==> config.mk <==
export PLATFORM = sky130hd
export DESIGN_NAME = rv32i_dmem_ctrl
export DESIGN_NICKNAME = d
export VERILOG_FILES = /design/src/rtl/rv32i_dmem_ctrl.sv
export SDC_FILE = /design/constraint.sdc
export NUM_CORES = 1
export LEC_CHECK = 0
export ABC_AREA = 1
export BUFFER_PORTS_ARGS = -buffer_cell sky130_fd_sc_hd__buf_2
export CORE_MARGIN = 10
export CORE_UTILIZATION = 48
export DETAILED_ROUTE_END_ITERATION = 8
export PLACE_DENSITY_LB_ADDON = 0.15
export SETUP_SLACK_MARGIN = 0.4
export SLEW_MARGIN = 20
export SYNTH_ARGS = -nofsm -noshare
export SYNTH_HDL_FRONTEND = slang
export SYNTH_SLANG_ARGS = --single-unit
==> constraint.sdc <==
create_clock -name clk -period 1.9 [get_ports clk]
set_input_delay 0.38 -clock clk [delete_from_list [all_inputs] [get_ports clk]]
set_output_delay 0.38 -clock clk [all_outputs]
set_load 0.01 [all_outputs]
==> src/rtl/rv32i_dmem_ctrl.sv <==
// RV32I data-memory responder: drives a byte-enabled synchronous RAM, stalls the pipeline, and returns extended load data.
// Optional misaligned-access trap: define DMEM_MISALIGN_TRAP_EN.
module rv32i_dmem_ctrl #(
  parameter int unsigned RAM_AW = 10,
  parameter int unsigned RD_LAT = 1
) (
  input  logic              clk,
  input  logic              rst,
  input  logic              req_ce,
  input  logic              req_we,
  input  logic [2:0]        req_mode,
  input  logic [31:0]       req_addr,
  input  logic [31:0]       req_wdata,
  output logic              stall_o,
  output logic              rvalid_o,
  output logic [31:0]       rdata_o,
  output logic              err_o,
  output logic              ram_ce,
  output logic              ram_we,
  output logic [3:0]        ram_be,
  output logic [RAM_AW-1:0] ram_addr,
  output logic [31:0]       ram_wdata,
  input  logic [31:0]       ram_rdata
);

  localparam int unsigned CNT_W = 3;
  localparam int unsigned DW    = 32;
  localparam int unsigned BEW   = 4;

  typedef enum logic [1:0] {S_IDLE, S_ISSUE, S_WAIT, S_DONE} state_t;

  state_t             r_state;
  state_t             w_next;
  logic [CNT_W-1:0]   r_cnt;
  logic               r_we;
  logic [2:0]         r_mode;
  logic [1:0]         r_a;
  logic               r_rvalid;
  logic [DW-1:0]      r_rdata;
  logic               r_ram_ce;
  logic               r_ram_we;
  logic [BEW-1:0]     r_ram_be;
  logic [RAM_AW-1:0]  r_ram_addr;
  logic [DW-1:0]      r_ram_wdata;

  logic               w_is_byte;
  logic               w_is_half;
  logic [1:0]         w_a_eff;
  logic [BEW-1:0]     w_be;
  logic [DW-1:0]      w_wdata;
  logic               w_trap;
  logic [7:0]         w_ld_b;
  logic [15:0]        w_ld_h;
  logic [DW-1:0]      w_ld_ext;
  logic               w_unused_addr;

  // Address bits above the RAM window alias and are intentionally dropped
  assign w_unused_addr = &{1'b0, req_addr[31:RAM_AW+2]};

  // Request decode: access size, effective lane, byte enables, replicated store data
  always_comb begin
    w_is_byte = (req_mode[1:0] == 2'b00);
    w_is_half = (req_mode[1:0] == 2'b01);
    if (w_is_byte) begin
      w_a_eff = req_addr[1:0];
      w_be    = BEW'(4'b0001 << req_addr[1:0]);
      w_wdata = {4{req_wdata[7:0]}};
    end else if (w_is_half) begin
      w_a_eff = {req_addr[1], 1'b0};
      w_be    = BEW'(4'b0011 << {req_addr[1], 1'b0});
      w_wdata = {2{req_wdata[15:0]}};
    end else begin
      w_a_eff = 2'b00;
      w_be    = 4'b1111;
      w_wdata = req_wdata;
    end
  end

`ifdef DMEM_MISALIGN_TRAP_EN
  assign w_trap = (w_is_half & req_addr[0]) |
                  (~w_is_byte & ~w_is_half & (req_addr[1:0] != 2'b00));
`else
  assign w_trap = 1'b0;
`endif

  // Load lane extraction and sign/zero extension
  always_comb begin
    w_ld_b = ram_rdata[{r_a, 3'b000} +: 8];
    w_ld_h = r_a[1] ? ram_rdata[31:16] : ram_rdata[15:0];
    case (r_mode[1:0])
      2'b00:   w_ld_ext = {{24{~r_mode[2] & w_ld_b[7]}}, w_ld_b};
      2'b01:   w_ld_ext = {{16{~r_mode[2] & w_ld_h[15]}}, w_ld_h};
      default: w_ld_ext = ram_rdata;
    endcase
  end

  always_ff @(posedge clk) begin
    if (rst) r_state <= S_IDLE;
    else     r_state <= w_next;
  end

  // Next state and combinational stall
  always_comb begin
    w_next  = r_state;
    stall_o = 1'b0;
    case (r_state)
      S_IDLE: begin
        stall_o = req_ce;
        if (req_ce) w_next = w_trap ? S_DONE : S_ISSUE;
      end
      S_ISSUE: begin
        stall_o = 1'b1;
        w_next  = r_we ? S_DONE : S_WAIT;
      end
      S_WAIT: begin
        stall_o = 1'b1;
        if (r_cnt == CNT_W'(1)) w_next = S_DONE;
      end
      S_DONE:  w_next = S_IDLE;
      default: w_next = S_IDLE;
    endcase
  end

  // Request latch, RAM strobes, counter and load result
  always_ff @(posedge clk) begin
    if (rst) begin
      r_cnt       <= '0;
      r_we        <= 1'b0;
      r_mode      <= '0;
      r_a         <= '0;
      r_rvalid    <= 1'b0;
      r_rdata     <= '0;
      r_ram_ce    <= 1'b0;
      r_ram_we    <= 1'b0;
      r_ram_be    <= '0;
      r_ram_addr  <= '0;
      r_ram_wdata <= '0;
    end else begin
      r_ram_ce <= 1'b0;
      r_ram_we <= 1'b0;
      r_rvalid <= 1'b0;
      case (r_state)
        S_IDLE: begin
          if (req_ce) begin
            r_we   <= req_we;
            r_mode <= req_mode;
            r_a    <= w_a_eff;
            if (!w_trap) begin
              r_ram_ce    <= 1'b1;
              r_ram_we    <= req_we;
              r_ram_be    <= w_be;
              r_ram_addr  <= req_addr[RAM_AW+1:2];
              r_ram_wdata <= w_wdata;
            end
          end
        end
        S_ISSUE: r_cnt <= CNT_W'(RD_LAT);
        S_WAIT: begin
          if (r_cnt == CNT_W'(1)) begin
            r_rdata  <= w_ld_ext;
            r_rvalid <= 1'b1;
          end
          r_cnt <= r_cnt - CNT_W'(1);
        end
        default: ;
      endcase
    end
  end

`ifdef DMEM_MISALIGN_TRAP_EN
  logic r_err;
  always_ff @(posedge clk) begin
    if (rst) r_err <= 1'b0;
    else     r_err <= (r_state == S_IDLE) & req_ce & w_trap;
  end
  assign err_o = r_err;
`else
  assign err_o = 1'b0;
`endif

  assign rvalid_o  = r_rvalid;
  assign rdata_o   = r_rdata;
  assign ram_ce    = r_ram_ce;
  assign ram_we    = r_ram_we;
  assign ram_be    = r_ram_be;
  assign ram_addr  = r_ram_addr;
  assign ram_wdata = r_ram_wdata;

endmodule

==> results <==
- The post-placement cell area is between 5000 and 6000 µm².
- Data on the critical path arrives at its endpoint at around 1300 ps.
- The total routed wire length on the met1 layer is about 6000 µm.
- The global routing usage summed across all routing layers is 0.1991.
- Registers take approximately 1800 µm².
- Adding up every negative setup slack in the final design gives 0 ps.
- The final layout contains routed wiring with a total length of 14,810 µm.
- In this run the critical register-to-register path is launched from r_state[0]$_SDFFE_PP0P_.
- By startpoint and endpoint, the worst setup path is classified as reg -> out.
- Subtracting the final worst setup slack from the clock period gives 1700 ps.
- The first detailed-routing pass ran for 5 iterations.
- The area fraction in compound gates after synthesis came to 0.2171.
- In the final design database the tool counted just under 900 nets.
- The fraction of the cycle the final worst path needs is 0.8947.
- The net count after synthesis is slightly below 700.
- The residual overflow from global routing is 0.
- Summed over all cells, the static leakage comes to approximately 3.1 nW.
- The number of hold violations in the final report is 0.
- VDD sags by at most approximately 0.53 mV.
- The H-tree generated during clock tree synthesis spans 3 levels.
- The number of flops mapped to enable cells by yosys is 0.
- The count of synthesis-stage warnings from yosys is 0.
- Of the total synthesized cell area, the portion taken by AND, OR, NAND and NOR gates is 0.2298.
- STA classifies the critical path startpoint as a register.
- In this run the core area contains 34 standard-cell rows.
- Measured along the y axis, the die boundary spans ~110 µm.
- The fill cell total of the finished layout is between 700 and 800.
- From left edge to right edge, the die measures approximately 110 µm.
- The upper clock frequency limit is 588.3 MHz.
- Setup violations remaining at the end of the flow were counted as 0.
- The routed length on met3 is 1487 µm.
- The root buffer cell is clkbuf_8.
- The remaining antenna violation count is 0.
- The number of maximum-capacitance violations is 0.
- The die covers between 10,000 and 15,000 µm².
- For this design the top-level I/O count stands at around 190.
- The global placement routability congestion is 0.8711.
- Using the TritonRoute via totals, the vias-per-cell ratio works out to 5.404.
- Setup repair after global routing could not meet its margin everywhere.
- The number of pins exceeding their max-slew limit in the final report is 0.
- The async set or reset register ratio after synthesis is 0.
- The post-synthesis cell area is about 4200 µm².
- The startpoint of the lowest-slack hold path is req_we.
- The clock input transition at the sequential cells of the worst setup and hold paths is 90 ps.
- Tracing the worst setup path back leads to its startpoint at r_state[0]$_SDFFE_PP0P_.
- The flow ran to the end, and the final reports show no timing, DRC or antenna violations.
- The average cell area after synthesis is 7.366 µm².
- The element type at the critical path end is an output pin.
- For the final database, setup skew stands at approximately 12 ps.
- The most used flip-flop cell after synthesis is dfxtp_1.
- The cell count after synthesis came out at 575.
- The multi-input gate area in the final layout is 2228 µm².
- The area growth from synthesis to final layout is 43.28%.
- The initial antenna violation count was 2.
- Of the total synthesized cell area, the portion taken by XOR and XNOR cells is 0.
- The share of synthesized area spent on multiplexers is 0.
- Synthesis instantiated 36 different standard cells from the library.
- The count of routing violations after the opening detailed-route iteration is 348.
- The routed layout has ~4.7k vias.
- Data on the critical path is required at its endpoint by 1520 ps.
- Of the cells placed in the final design, the portion with a size suffix greater than 1 is 0.3740.
- Entering global routing, the biggest net connects a little over 60 pins.
- In the final routed layout, each cell accounts on average for around 17 µm.
- The finished cells cover about 6100 µm².
- The final HPWL from detailed placement is ~9900 µm.
- The number of global-route vias before repair was around 4.4k.
- The clock net in this run drives a total of 92 sinks.
- TritonCTS built the clock tree.
- Clock tree synthesis inserted a total of 9 buffers.
- The area share of fa/ha/maj cells after synthesis is 0.02068.
- The wire length of the first global-routing pass is ~22,000 µm.
- Of the synthesized area, sequential elements account for 0.4349.
- The uppermost metal layer occupied by signal nets is met5.
- The main combinational cell family by area after synthesis is simple AND/OR/NAND/NOR gates.
- The biggest fanout along the worst timing path is 3.
- The met2 routed wirelength is between 6000 and 7000 µm.
- For this design the ratio of total power to cell area is between 1000 and 1500 nW/µm².
- The placeable core region is between 8000 and 9000 µm².
- Clock latency on the worst-skew pair, taken at its later pin, is 360 ps.
- In this run the worst hold path is classified as in -> reg.
- The DRC violations left is 0.
- For this configuration, the core starts out at a cell density of 0.4904.
- The number of flip-flops and latches in the synthesized netlist is 92.
- The maximum count of clock buffers along a single path is 2.
- The number of port buffers is ~160.
cell families after synthesis:
kind of cell / Yosys count
adders and majority gates: 7
and+or+nand+nor: 233
DFF: 92
AOI/OAI and AO/OA: 149
other: 1
buffers and inverters: 93
report_power, final:
part	internal [mW]	switching [mW]	total (mW)
combinational	1.58	1.96	3.54
sequential	2.42	0.293	2.71
clock	0.644	0.668	1.31
critical path: stages (launching register included):
cell	delay (ps)
dfxtp_2	370
inv_4	50
ha_4	270
inv_4	30
a21oi_2	100
buf_2	140
repair_timing:
action,in CTS,in global routing
pin swaps,5,5
resized for setup,19,63
hold buffers,0,0
setup buffers,6,10
endpoints found under the hold margin,0,0
cloned,2,10
endpoints found under the setup margin,75,70
cells in the final DEF (no fill, tap or decap), types with 2 or more instances in the layout:
cell / n
nand2_2: 8
o221a_4: 7
o211ai_1: 14
o21ai_0: 41
o221ai_4: 2
a21oi_2: 10
o221ai_2: 6
nand2_1: 139
ha_4: 2
a31oi_1: 2
clkinv_2: 3
o21a_1: 9
inv_1: 46
nor2_1: 54
nor2_8: 2
inv_6: 3
dfxtp_2: 4
dfxtp_1: 88
nand4_1: 14
buf_12: 6
nand3_1: 6
nand2_4: 5
buf_2: 164
buf_8: 3
o21ai_1: 13
ha_1: 5
a21oi_1: 38
buf_6: 6
clkbuf_8: 10
clkbuf_16: 6
buf_4: 21
clkbuf_1: 2
inv_4: 4
a22oi_1: 2
synthesized netlist by cell type, types with 8 or more instances:
library cell  count  area [µm²]
clkbuf_1         19       71.32
o21a_1            9       67.56
o221a_2           8       90.09
nor2_1           55       206.5
o21ai_0          54       270.3
nand4_1          14       87.58
o221ai_1          8       70.07
inv_1            50       187.7
nand2_1         148       555.5
dfxtp_1          92        1842
o211ai_1         14       105.1
buf_2             9       45.04
a21oi_1          46       230.2
metal layers:
layer  vias up  GRT usage
li1       2263          -
met2       217     0.3238
met1      2189     0.2369
met3        36    0.07349
met5         -          0
met4         2    0.06683
sequential cells by signal, indices dropped and copies added (netlist names):
signal     flops
r_state        2
ram_ce         1
rvalid_o       1
r_mode         3
r_cnt          3
ram_we         1
ram_addr      10
ram_be         4
r_we           1
rdata_o       32
ram_wdata     32
r_a            2
worst paths after layout:
path	endpoint	slack [ps]	cells after the start
setup / recovery	stall_o	200	5
hold / removal	ram_we$_SDFF_PP0_	250	2
setup reg to reg	r_state[0]$_SDFFE_PP0P_	330	7
hold reg to reg	ram_be[3]$_SDFFE_PP0P_	470	2
layout make-up:
type / count / share of cell area
multi-input combinational: 390 / 0.3672
inverter: 56 / 0.03959
tap: 108 / 0.02227
sequential: 92 / 0.3043
clock buffer: 12 / 0.02392
timing repair buffer: 208 / 0.2342
antenna: 1 / 0.0004124
clock inverter: 4 / 0.008041
stage by stage:
step | power (mW) | worst slack, ps | util | hold slack, ps | instances
finish | 7.563 | 200.1 | 0.7027 | 253.0 | 871
global route | 8.053 | 142.2 | 0.7027 | 265.7 | 871
CTS | 6.897 | 194.9 | 0.6407 | 241.8 | 850
detailed placement | 5.320 | 213.2 | 0.5982 | 454.3 | 826
global placement | 5.236 | 260.8 | 0.5982 | 449.9 | 826
floorplan | 4.381 | 414.2 | - | 443.7 | 575
Note: power is estimated with default switching activity, not from simulation.
